**src/rtl/wdg_core.sv**
```systemverilog
// Two-stage watchdog: counts rising edges of a slow time base, barks after bark_limit
// ticks without a kick, then bites after a further bite_limit ticks (sticky until reset).
module wdg_core #(
    parameter int unsigned CNT_WIDTH = 16
) (
    input  logic                 clk,
    input  logic                 res,
    input  logic                 wdg_tick,
    input  logic                 en,
    input  logic                 kick,
    input  logic [CNT_WIDTH-1:0] bark_limit,
    input  logic [CNT_WIDTH-1:0] bite_limit,
    output logic                 bark,
    output logic                 bite,
    output logic [CNT_WIDTH-1:0] cnt_o,
    output logic [1:0]           state_o
);

    typedef enum logic [1:0] {
        StDisabled = 2'd0,
        StRun      = 2'd1,
        StBarked   = 2'd2,
        StBitten   = 2'd3
    } state_e;

    state_e               state_q, state_d;
    logic [CNT_WIDTH-1:0] cnt_q, cnt_d;
    logic                 bark_q, bark_d;
    logic                 bite_q, bite_d;
    logic                 tick_q;

    logic                 tick_p;
    logic [CNT_WIDTH:0]   cnt_inc;
    logic                 bark_exp;
    logic                 bite_exp;

    assign tick_p  = wdg_tick & ~tick_q;
    // One extra bit so cnt+1 never wraps when compared against a full-scale limit.
    assign cnt_inc  = {1'b0, cnt_q} + {{CNT_WIDTH{1'b0}}, 1'b1};
    assign bark_exp = tick_p && (cnt_inc >= {1'b0, bark_limit});
    assign bite_exp = tick_p && (cnt_inc >= {1'b0, bite_limit});

    always_comb begin
        state_d = state_q;
        cnt_d   = cnt_q;
        bark_d  = bark_q;
        bite_d  = bite_q;
        unique case (state_q)
            StDisabled: begin
                cnt_d  = '0;
                bark_d = 1'b0;
                bite_d = 1'b0;
                if (en) begin
                    state_d = StRun;
                end
            end
            StRun: begin
                if (!en) begin
                    state_d = StDisabled;
                    cnt_d   = '0;
                end else if (kick) begin
                    cnt_d = '0;
                end else if (bark_exp) begin
                    state_d = StBarked;
                    cnt_d   = '0;
                    bark_d  = 1'b1;
                end else if (tick_p) begin
                    cnt_d = cnt_inc[CNT_WIDTH-1:0];
                end
            end
            StBarked: begin
                if (!en) begin
                    state_d = StDisabled;
                    cnt_d   = '0;
                    bark_d  = 1'b0;
                end else if (kick) begin
                    state_d = StRun;
                    cnt_d   = '0;
                    bark_d  = 1'b0;
                end else if (bite_exp) begin
                    state_d = StBitten;
                    cnt_d   = '0;
                    bite_d  = 1'b1;
                end else if (tick_p) begin
                    cnt_d = cnt_inc[CNT_WIDTH-1:0];
                end
            end
            StBitten: begin
                bark_d = 1'b1;
                bite_d = 1'b1;
            end
            default: begin
                state_d = StDisabled;
            end
        endcase
    end

    always_ff @(posedge clk) begin
        if (res) begin
            state_q <= StDisabled;
            cnt_q   <= '0;
            bark_q  <= 1'b0;
            bite_q  <= 1'b0;
            tick_q  <= 1'b1;
        end else begin
            state_q <= state_d;
            cnt_q   <= cnt_d;
            bark_q  <= bark_d;
            bite_q  <= bite_d;
            tick_q  <= wdg_tick;
        end
    end

    assign bark    = bark_q;
    assign bite    = bite_q;
    assign cnt_o   = cnt_q;
    assign state_o = state_q;

endmodule

```
**config.mk**
```make
export PLATFORM = sky130hd
export DESIGN_NAME = wdg_core
export DESIGN_NICKNAME = d
export VERILOG_FILES = /design/src/rtl/wdg_core.sv
export SDC_FILE = /design/constraint.sdc
export NUM_CORES = 1
export LEC_CHECK = 0
export CAP_MARGIN = 25
export CORE_MARGIN = 2
export CORE_UTILIZATION = 50
export DETAILED_ROUTE_END_ITERATION = 8
export PLACE_DENSITY_LB_ADDON = 0.2
export SYNTH_ARGS = -nofsm -noshare
export SYNTH_HDL_FRONTEND = slang
export SYNTH_SLANG_ARGS = --single-unit
```
**constraint.sdc**
```tcl
create_clock -name clk -period 8.1 [get_ports clk]
set_input_delay 1.62 -clock clk [delete_from_list [all_inputs] [get_ports clk]]
set_output_delay 1.62 -clock clk [all_outputs]
set_load 0.05 [all_outputs]
```
==> results by group, run 1 <==
Outcome
  – Status: completed

Setup path
  – Crit Reg-Reg Startpoint: cnt_o[0]
  – CP Launch Type: register
  – Crit path from: cnt_o[0]
  – Crit Path Class: reg2reg
  – Setup slack, reg-to-reg: about 3.5 ns
  – Path depth of the worst reg2reg path: 14
  – Arrival time at the worst endpoint: between 4 and 5 ns
  – Req. time, crit path: ~8.3 ns
  – Crit end category: register
  – Reg-to-Reg End: cnt_o[2]
  – CP max FO: 12

Clock network
  – Bufs on Longest Clock Path: 2
  – Total CTS buffers: 3
  – CTS root buf: clkbuf_8
  – Htree depth: 1
  – Worst-Skew Late Latency: between 0.2 and 0.3 ns
  – Clk sinks: 21
  – Hold_buf cts: 0
  – Setup bufs post-CTS: 0
  – Post-CTS sizing: 0
  – Clk slew on worst S/H paths: 0.09 ns
  – CTS tree: yes

Final layout
  – Filler cells: about 390
  – Final #Nets: roughly 420
  – Share of cells above drive strength 1: 4.71%
  – N_diodes: 0
  – Area growth, synth to finish: 28.7%

Worst hold path
  – WHS Endpoint: cnt_o[5]
  – Hold path start: cnt_o[5]
  – Worst hold path type: reg2reg
  – Hold depth: 1

Synth
  – Library cells used by synthesis: 52
  – Synth Net Count: between 300 and 400
  – Area leader, netlist: ha_1
  – Ys async rst share: 0%
  – Synth area leaders: ha_1 (21%), dfxtp_1 (19%), inv_1 (6.3%)
  – Yosys reg bits: 21
  – Mean Syn Cell Area: 7.71 um^2
  – Yosys warnings: 0
  – Mapped cell area: roughly 2200 um^2
  – Post-Syn Instances: between 200 and 300
  – Post-synth top flop: dfxtp_1
  – Top-area cell type share of the netlist area: 21.4%
  – Post-synth EDFFs: 0
  – Sequential element share of the synthesized area: 18.9%

Routing
  – DRT Pass-1 Iters: 4
  – Vias: about 2,200
  – DR WL/cell: ~14 um
  – WL final: roughly 5500 um
  – DRC viols: 0
  – Number of DRC markers in iteration 0: between 70 and 80
  – Avg Vias per Cell: 5.55
  – Remaining antenna violation count: 0

Die
  – # IOs: 57
  – Core Area: between 4000 and 5000 um^2
  – Die X: just over 70 um
  – DIE HEIGHT: between 70 and 80 um
  – Die area: 4990 um^2
  – Initial Util: about half
  – FP Rows: 24

Timing
  – Final Cycle Share: roughly 57%
  – Final Setup Violations: 0
  – Fin. max-slew vios: 0
  – Tightest Pin Transition: 0.903 ns
  – Max Freq: between 0.2 and 0.25 GHz
  – Rel. slew slack: about 40%
  – Tmin final: 4.60 ns
  – Worst Skew: 0.00658 ns
  – Setup WS post-layout: around 3.5 ns
  – Final Hold Violating Endpoints: 0
  – Final setup TNS: 0 ns
  – RSZ-0062 raised after global routing: false

Global route
  – First-pass GRT wire length: approximately 9100 um
  – Antenna violations before repair: 0
  – Largest net degree at the start of global routing: 23
  – Grt total ovfl: 0
  – GRT Util Overall: roughly 22%
  – Vias in the first global route: roughly 2,100

Pwr
  – Leakage: 1.28 nW
  – PD cells: a little under 90 nW/um^2
  – Worst vdd ir: roughly 110 uV

Placed design
  – Placer Congestion: 0.891
  – Port Buffers: 56
  – Dpl hpwl: 4410 um
  – Post-Place Worst Slack: 3.45 ns

Flow run
  – Max-Cap Viols: 0
## routing by layer
layer | vias to the layer above | GRT usage [%] | routed length [um]
li1 | 1130 | - | -
met1 | 987 | 27.7 | 2510
met2 | 54 | 40.0 | 2680
met3 | 4 | 1.99 | 235
met4 | 0 | 6.08 | 34
met5 | - | 0 | 0
## per-stage QoR
step	cell area, um^2	std cells	hold WS [ns]	util [%]	power, mW
final	2860	392	0.549	66.1	0.255
after global routing	2860	392	0.579	66.1	0.267
after CTS	2860	392	0.550	66.1	0.255
after detailed placement	2810	388	0.532	65.0	0.185
after global placement	2810	388	0.522	65.0	0.184
after floorplan	2220	288	0.713	-	0.154
## synth_stat cells (2+ instances only)
| cell type | number |
|---|---|
| xor2_1 | 9 |
| clkbuf_1 | 4 |
| nand3_1 | 9 |
| nand4_1 | 10 |
| xnor2_1 | 5 |
| a21o_1 | 4 |
| a22oi_1 | 7 |
| and3_1 | 2 |
| a2111oi_2 | 2 |
| nor3_1 | 8 |
| a31oi_1 | 5 |
| o21ai_0 | 7 |
| nor2b_1 | 6 |
| mux2i_1 | 4 |
| a21oi_1 | 20 |
| nor2_1 | 25 |
| o211ai_1 | 4 |
| clkbuf_2 | 2 |
| nand2b_1 | 5 |
| dfxtp_1 | 21 |
| inv_1 | 37 |
| ha_1 | 38 |
| a211oi_1 | 5 |
| nand2_1 | 21 |
## critical path, cell delays in order, from the launching register on
cell       delay, ns
dfxtp_1         0.46
ha_1            0.31
nand4_2         0.20
nor3_1          0.52
nand3_2         0.20
nor2_1          0.16
xor2_1          0.28
ha_1            0.32
a21oi_1         0.15
nor2b_1         0.06
a311oi_1        0.30
o211ai_2        0.21
o2bb2ai_1       0.75
or4b_1          0.50
o211ai_1        0.09
## flip-flops by register name, summed over array words and instances, names as in the netlist
signal and flops:
bark 1, bite 1, cnt_o 16, state_o 2, tick_q 1
## kinds of logic after synthesis
logic type	Yosys count	share of synthesized area (%)
xor+xnor	14	5.52
simple gates	99	23.8
fa+ha+maj	38	21.4
compound gates	67	20.7
flops	21	18.9
buf+inv	45	7.78
mux	4	1.80
## layout make-up
class | count | area (um^2) | area share [%]
sequential | 21 | 420 | 14.7
clock buffer | 3 | 41.3 | 1.44
tap | 52 | 65.1 | 2.28
timing repair buffer | 56 | 561 | 19.6
inverter | 37 | 139 | 4.86
clock inverter | 1 | 5.00 | 0.175
multi-input combinational | 222 | 1630 | 56.9
## power breakdown
| part | internal [mW] | total (mW) | switching (mW) |
|---|---|---|---|
| clock | 0.0344 | 0.0717 | 0.0373 |
| combinational | 0.0353 | 0.0744 | 0.0392 |
| sequential | 0.106 | 0.109 | 0.00286 |
| total | 0.176 | 0.255 | 0.0793 |
## how the worst max path moves through the flow
stage                     slack (ns)       end  cells after the start
after CTS                       3.52  cnt_o[2]                     14
after global routing            3.10  cnt_o[2]                     14
after floorplan                 4.25  cnt_o[2]                     14
final                           3.50  cnt_o[2]                     14
after detailed placement        3.45  cnt_o[2]                     10
after global placement          3.51  cnt_o[2]                     10
## cell usage in the layout (no fill, tap or decap), types with 5 or more instances in the layout
cell type	Yosys	layout
xor2_1	9	9
nand2_1	21	21
xnor2_1	5	5
a21oi_1	20	20
nor2b_1	6	6
dfxtp_1	21	21
nand3_1	9	9
nand4_1	10	10
a211oi_1	5	5
a22oi_1	7	7
o21ai_0	7	7
a31oi_1	5	5
ha_1	38	38
nor3_1	8	8
inv_1	37	37
nand2b_1	5	5
clkdlybuf4s50_1	0	56
nor2_1	25	25
(Power assumes the default switching activity.)
==> run 2: changes to the inputs <==
==> constraint.sdc (replaced) <==
create_clock -name clk -period 4.35 [get_ports clk]
set_input_delay 0.87 -clock clk [delete_from_list [all_inputs] [get_ports clk]]
set_output_delay 0.87 -clock clk [all_outputs]
set_load 0.05 [all_outputs]
==> results by group, run 2 (synthesis results as in run 1) <==
Outcome
  – Status: completed

Setup path
  – Crit Reg-Reg Startpoint: cnt_o[0]
  – CP max FO: 12 (unchanged)
  – Path depth of the worst reg2reg path: 15 (+1)
  – Reg-to-Reg End: cnt_o[2]
  – Setup slack, reg-to-reg: 0.34 ns (-3.16 ns)
  – Req. time, crit path: 4.54 ns (-3.75 ns)
  – Arrival time at the worst endpoint: 4.20 ns (-0.59 ns)
  – CP Launch Type: register
  – Crit Path Class: reg2reg
  – Crit end category: register
  – Crit path capture: cnt_o[2]
  – Crit path from: cnt_o[0]

Clock network
  – Clk slew on worst S/H paths: 0.08 ns (about the same)
  – CTS root buf: clkbuf_8
  – Setup bufs post-CTS: 0 (unchanged)
  – Clk sinks: 21 (unchanged)
  – Worst-Skew Late Latency: 0.26 ns (about the same)
  – CTS tree: yes
  – Bufs on Longest Clock Path: 2 (unchanged)
  – Htree depth: 1 (unchanged)
  – Total CTS buffers: 3 (unchanged)

Worst hold path
  – Worst hold path type: reg2reg
  – Hold depth: 2 (+1)

Pwr
  – Internal power: 0.328 mW (+87%)
  – Worst vdd ir: 252 uV (+130%)
  – Sequential share of power: 42.9% (+0.2 points)
  – P_sw: 0.142 mW (+79%)
  – Clk pwr share: 27.7% (-0.4 points)
  – Leakage: 1.30 nW (+1.5%)
  – Combinational share of power: 29.4% (+0.2 points)
  – Switching Share: 30.2% (-0.89 points)
  – PD cells: 164 nW/um^2 (+84%)
  – Total power: 0.471 mW (+85%)

Timing
  – Max Freq: 0.249 GHz (+15%)
  – Tightest Pin Transition: 0.787 ns (-0.116 ns)
  – Final Cycle Share: 92.2% (+35 points)
  – Final setup TNS: 0 ns (unchanged)
  – RSZ-0062 raised after global routing: false
  – Tmin final: 4.01 ns (-0.585 ns)
  – Rel. slew slack: 47.4% (+7.6 points)
  – Worst Skew: 0.00440 ns (-0.00217 ns)
  – Fin. max-slew vios: 0 (unchanged)
  – Final Setup Violations: 0 (unchanged)
  – Final Hold Violating Endpoints: 0 (unchanged)

Die
  – Die area: 4990 um^2 (unchanged)
  – Die X: 70.6 um (unchanged)
  – FP Rows: 24 (unchanged)
  – Initial Util: 51.3% (unchanged)
  – # IOs: 57 (unchanged)
  – Core Area: 4320 um^2 (unchanged)
  – DIE HEIGHT: 70.6 um (unchanged)

Routing
  – Avg Vias per Cell: 5.62 (+1.3%)
  – WL final: 5580 um (+2.3%)
  – Remaining antenna violation count: 0 (unchanged)
  – DRC viols: 0 (unchanged)
  – DRT Pass-1 Iters: 4 (unchanged)
  – Vias: 2,208 (+1.5%)
  – Number of DRC markers in iteration 0: 85 (+9.0%)
  – DR WL/cell: 14.2 um (+2.1%)

Global route
  – Largest net degree at the start of global routing: 23 (unchanged)
  – First-pass GRT wire length: 9480 um (+3.9%)
  – GRT Util Overall: 22.8% (+0.81 points)
  – Vias in the first global route: 2,092 (-0.29%)
  – Antenna violations before repair: 0 (unchanged)
  – Grt total ovfl: 0 (unchanged)

Final layout
  – Largest register FFs: 16 (unchanged)
  – Design area: 2880 um^2 (+0.61%)
  – Share of cells above drive strength 1: 4.99% (+0.28 points)
  – Area growth, synth to finish: 29.5%
  – N_diodes: 0 (unchanged)
  – Final #Nets: 417 (+0.24%)
  – Most common cell after layout, fill and taps aside: clkdlybuf4s50_1
  – Non-Filler Instances: 393 (+0.26%)
  – Most frequent cells in the layout: clkdlybuf4s50_1 (56), ha_1 (38), inv_1 (37), nor2_1 (25)

Placed design
  – Port Buffers: 56 (unchanged)
  – Dpl hpwl: 4460 um (+1.1%)
  – DP Area: 2820 um^2 (+0.27%)
  – Placer Congestion: 0.887 (-0.47%)
  – Cell total after placement: 389 (+0.26%)

Flow run
  – Max-Cap Viols: 0 (unchanged)
[run 2: cell count changes in the layout (fill, tap and decap cells not counted), sizes merged]
cell	before	now
buf	0	1
clkbuf	3	4
clkinv	1	0
[run 2: power by group through the flow]
| stage | Sequential, mW | Clock [mW] | Combinational, mW |
|---|---|---|---|
| after floorplan | 0.222 | 0 | 0.0656 |
| after global placement | 0.207 | 0 | 0.137 |
| after detailed placement | 0.206 | 0 | 0.137 |
| after CTS | 0.202 | 0.131 | 0.139 |
| after global routing | 0.203 | 0.143 | 0.153 |
| final | 0.202 | 0.130 | 0.138 |
[run 2: how the worst min path moves through the flow]
stage	from	endpoint	slack, ns
2_1_floorplan	tick_q	cnt_o[11]	0.71
3_3_place_gp	cnt_o[5]	cnt_o[5]	0.51
3_5_place_dp	bark	bark	0.52
4_1_cts	bark	bark	0.53
5_1_grt	cnt_o[4]	cnt_o[4]	0.57
6_report	bark	bark	0.53
[run 2: layout make-up]
type                            count  area (um^2)
Clock buffer                        4         45.0
Fill cell                         384         1450
Inverter                           37          139
Multi-Input combinational cell    222         1640
Sequential cell                    21          420
Tap cell                           52         65.1
Timing Repair Buffer               57          568
[run 2: per-stage QoR]
| stage | worst slack (ns) | hold slack [ns] | utilization [%] |
|---|---|---|---|
| after floorplan | 0.499 | 0.713 | - |
| after global placement | 0.374 | 0.513 | 65.2 |
| after detailed placement | 0.148 | 0.517 | 65.2 |
| after CTS | 0.126 | 0.530 | 66.2 |
| after global routing | 0.0432 | 0.568 | 66.5 |
| final | 0.340 | 0.526 | 66.5 |
[run 2: routing by layer]
metal	GRT usage, %	share of wire (%)	up-vias
met3	2.14	4.4	8
met1	30.2	46	1013
met4	6.29	1.5	0
met2	39.7	48	54
met5	0	0	-
li1	-	-	1133
[run 2: timing repair]
item	CTS	global route
resized for setup	0	2
hold buffers	0	0
setup endpoints to repair	0	7
[run 2: critical path, stage by stage (launching register included)]
cell	delay [ns]
dfxtp_1	0.44
ha_1	0.29
nand4_2	0.22
nor3_4	0.31
nand3_2	0.15
nor2_1	0.17
xor2_1	0.31
ha_1	0.32
a21oi_1	0.17
nor2b_1	0.08
a311oi_1	0.29
o211ai_2	0.22
o2bb2ai_1	0.17
buf_4	0.22
or4b_1	0.47
o211ai_1	0.09
==> run 3: changes to the inputs <==
--- a/config.mk
+++ b/config.mk
@@ -6,8 +6,10 @@
 export NUM_CORES = 1
 export LEC_CHECK = 0
 export CAP_MARGIN = 25
+export CELL_PAD_IN_SITES_DETAIL_PLACEMENT = 0
+export CELL_PAD_IN_SITES_GLOBAL_PLACEMENT = 1
 export CORE_MARGIN = 2
-export CORE_UTILIZATION = 50
+export CORE_UTILIZATION = 36
 export DETAILED_ROUTE_END_ITERATION = 8
 export PLACE_DENSITY_LB_ADDON = 0.2
 export SYNTH_ARGS = -nofsm -noshare
==> results by group, run 3 (synthesis results as in run 1) <==
Final layout
  – Final #Nets: 419 (+0.48%)
  – N_diodes: 0 (unchanged)
  – Largest register FFs: 16 (unchanged)
  – Design area: 2910 um^2 (+1.3%)
  – Most frequent cells in the layout: clkdlybuf4s50_1 (56), ha_1 (38), inv_1 (37), nor2_1 (25)
  – Share of cells above drive strength 1: 5.54% (+0.55 points)
  – Seq. cell area: 420 um^2 (unchanged)
  – Area growth, synth to finish: 31.3%
  – Multi-input gate area in the final layout: 1630 um^2 (-0.31%)
  – Filler cells: 616 (+60%)
  – Most common cell after layout, fill and taps aside: clkdlybuf4s50_1

Routing
  – Remaining antenna violation count: 0 (unchanged)
  – Avg Vias per Cell: 5.25 (-6.5%)
  – WL final: 6090 um (+9.1%)
  – Number of DRC markers in iteration 0: 136 (+60%)
  – DR WL/cell: 14.6 um (+2.6%)
  – DRT Pass-1 Iters: 4 (unchanged)
  – Vias: 2,195 (-0.59%)
  – DRC viols: 0 (unchanged)

Setup path
  – Req. time, crit path: 4.54 ns (about the same)
  – Crit end category: register
  – Slowest cell on crit path: or4b_1
  – Crit Path Class: reg2reg
  – Crit-path cells: ha_1 -> nand4_2 -> nor3_1 -> nand3_2 -> nor2_1 -> xor2_1 -> ha_1 -> a21oi_1 -> nor2b_1 -> a311oi_1 -> o211ai_2 -> o2bb2ai_2 -> or4b_1 -> o211ai_1
  – CP Launch Type: register
  – Crit path largest cell delay: 0.47 ns (about the same)
  – Arrival time at the worst endpoint: 4.14 ns (-0.06 ns)
  – CP max FO: 6 (-6)
  – CP most frequent cell: ha_1

Pwr
  – Internal power: 0.329 mW (+0.16%)
  – PD cells: 163 nW/um^2 (-0.45%)
  – Leakage: 1.29 nW (-0.39%)
  – Clk pwr share: 27.7% (about the same)
  – Combinational share of power: 29.7% (+0.3 points)
  – Worst vdd ir: 176 uV (-30%)
  – Switching Share: 30.8% (+0.51 points)
  – P_sw: 0.146 mW (+2.6%)
  – Sequential share of power: 42.6% (-0.3 points)

Worst hold path
  – Worst hold path type: reg2reg

Placed design
  – Placer Congestion: 0.876 (-1.2%)
  – DP Area: 2860 um^2 (+1.6%)
  – Dpl hpwl: 4920 um (+10%)
  – Port Buffers: 56 (unchanged)

Global route
  – Antenna violations before repair: 0 (unchanged)
  – Vias in the first global route: 2,102 (+0.48%)
  – First-pass GRT wire length: 10,100 um (+7.0%)
  – GRT Util Overall: 19.2% (-3.6 points)
  – Largest net degree at the start of global routing: 23 (unchanged)
  – Grt total ovfl: 0 (unchanged)

Outcome
  – Status: completed

Timing
  – Final Setup Violations: 0 (unchanged)
  – Final setup TNS: 0 ns (unchanged)
  – Final Cycle Share: 90.8% (-1.4 points)
  – Fin Hold WS: 0.523 ns (-0.00303 ns)
  – Tightest Pin Transition: 0.805 ns (+0.0183 ns)
  – Tmin final: 3.95 ns (-0.0607 ns)
  – Worst Skew: 0.00433 ns (-0.0000770 ns)
  – Final Hold Violating Endpoints: 0 (unchanged)
  – RSZ-0062 raised after global routing: false
  – Max Freq: 0.253 GHz (+1.5%)
  – Fin. max-slew vios: 0 (unchanged)
  – Rel. slew slack: 46.1% (-1.2 points)

Die
  – # IOs: 57 (unchanged)
  – Die area: 6810 um^2 (+37%)
  – Die X: 82.5 um (+17%)
  – Initial Util: 37.3% (-14 points)
  – Core Area: 5960 um^2 (+38%)
  – FP Rows: 28 (+17%)
  – DIE HEIGHT: 82.5 um (+17%)

Clock network
  – Worst-Skew Late Latency: 0.26 ns (about the same)
  – Total CTS buffers: 3 (unchanged)
  – Clk sinks: 21 (unchanged)
  – Setup bufs post-CTS: 0 (unchanged)
  – Bufs on Longest Clock Path: 2 (unchanged)
  – Clk slew on worst S/H paths: 0.08 ns (about the same)
  – CTS tree: yes
  – CTS root buf: clkbuf_8
  – Htree depth: 1 (unchanged)

Flow run
  – Max-Cap Viols: 0 (unchanged)
-- run 3: final cells by class --
class | instances | share of cell area (%)
Multi-Input combinational cell | 222 | 56.0
Clock buffer | 4 | 1.55
Tap cell | 75 | 3.22
Timing Repair Buffer | 59 | 20.0
Inverter | 37 | 4.77
Sequential cell | 21 | 14.4
-- run 3: per-layer routing --
metal / GRT usage [%] / up-vias / wire length (um)
li1: - / 1130 / -
met1: 27.7 / 995 / 2980
met2: 31.5 / 66 / 2750
met4: 3.44 / 0 / 31
met3: 1.41 / 4 / 323
met5: 0 / - / 0
-- run 3: per-stage QoR --
step	worst slack, ns	power (mW)	util [%]	instances
after floorplan	0.499	0.287	-	288
after global placement	0.364	0.348	48.1	414
after detailed placement	0.265	0.347	48.1	414
after CTS	0.240	0.482	48.8	418
after global routing	0.0599	0.507	48.9	418
final	0.400	0.475	48.9	418
-- run 3: power by group through the flow --
stage / Clock [mW] / Sequential [mW] / Combinational [mW]
after floorplan: 0 / 0.222 / 0.0656
after global placement: 0 / 0.207 / 0.141
after detailed placement: 0 / 0.207 / 0.141
after CTS: 0.138 / 0.202 / 0.142
after global routing: 0.146 / 0.203 / 0.158
final: 0.132 / 0.202 / 0.141
-- run 3: critical path, delay by kind of cell, from the launching register on --
kind                       cells  cell delay (ns)
and+or+nand+nor                6             1.41
AOI/OAI and AO/OA              5             1.11
adders and majority gates      2             0.61
DFF                            1             0.46
xor gates and xnor gates       1             0.29
-- run 3: path summary, 6_finish.rpt --
check	from	endpoint	slack, ns	depth (start not counted)
setup / recovery	cnt_o[0]	cnt_o[2]	0.40	14
hold / removal	bark	bark	0.52	2
setup reg to reg	cnt_o[0]	cnt_o[2]	0.40	14
hold reg to reg	bark	bark	0.52	2
-- run 3: what timing repair did --
item                                   CTS  global route
setup endpoints to repair                0            10
hold buffers                             0             0
endpoints found under the hold margin    0             0
gates resized for setup                  0             1
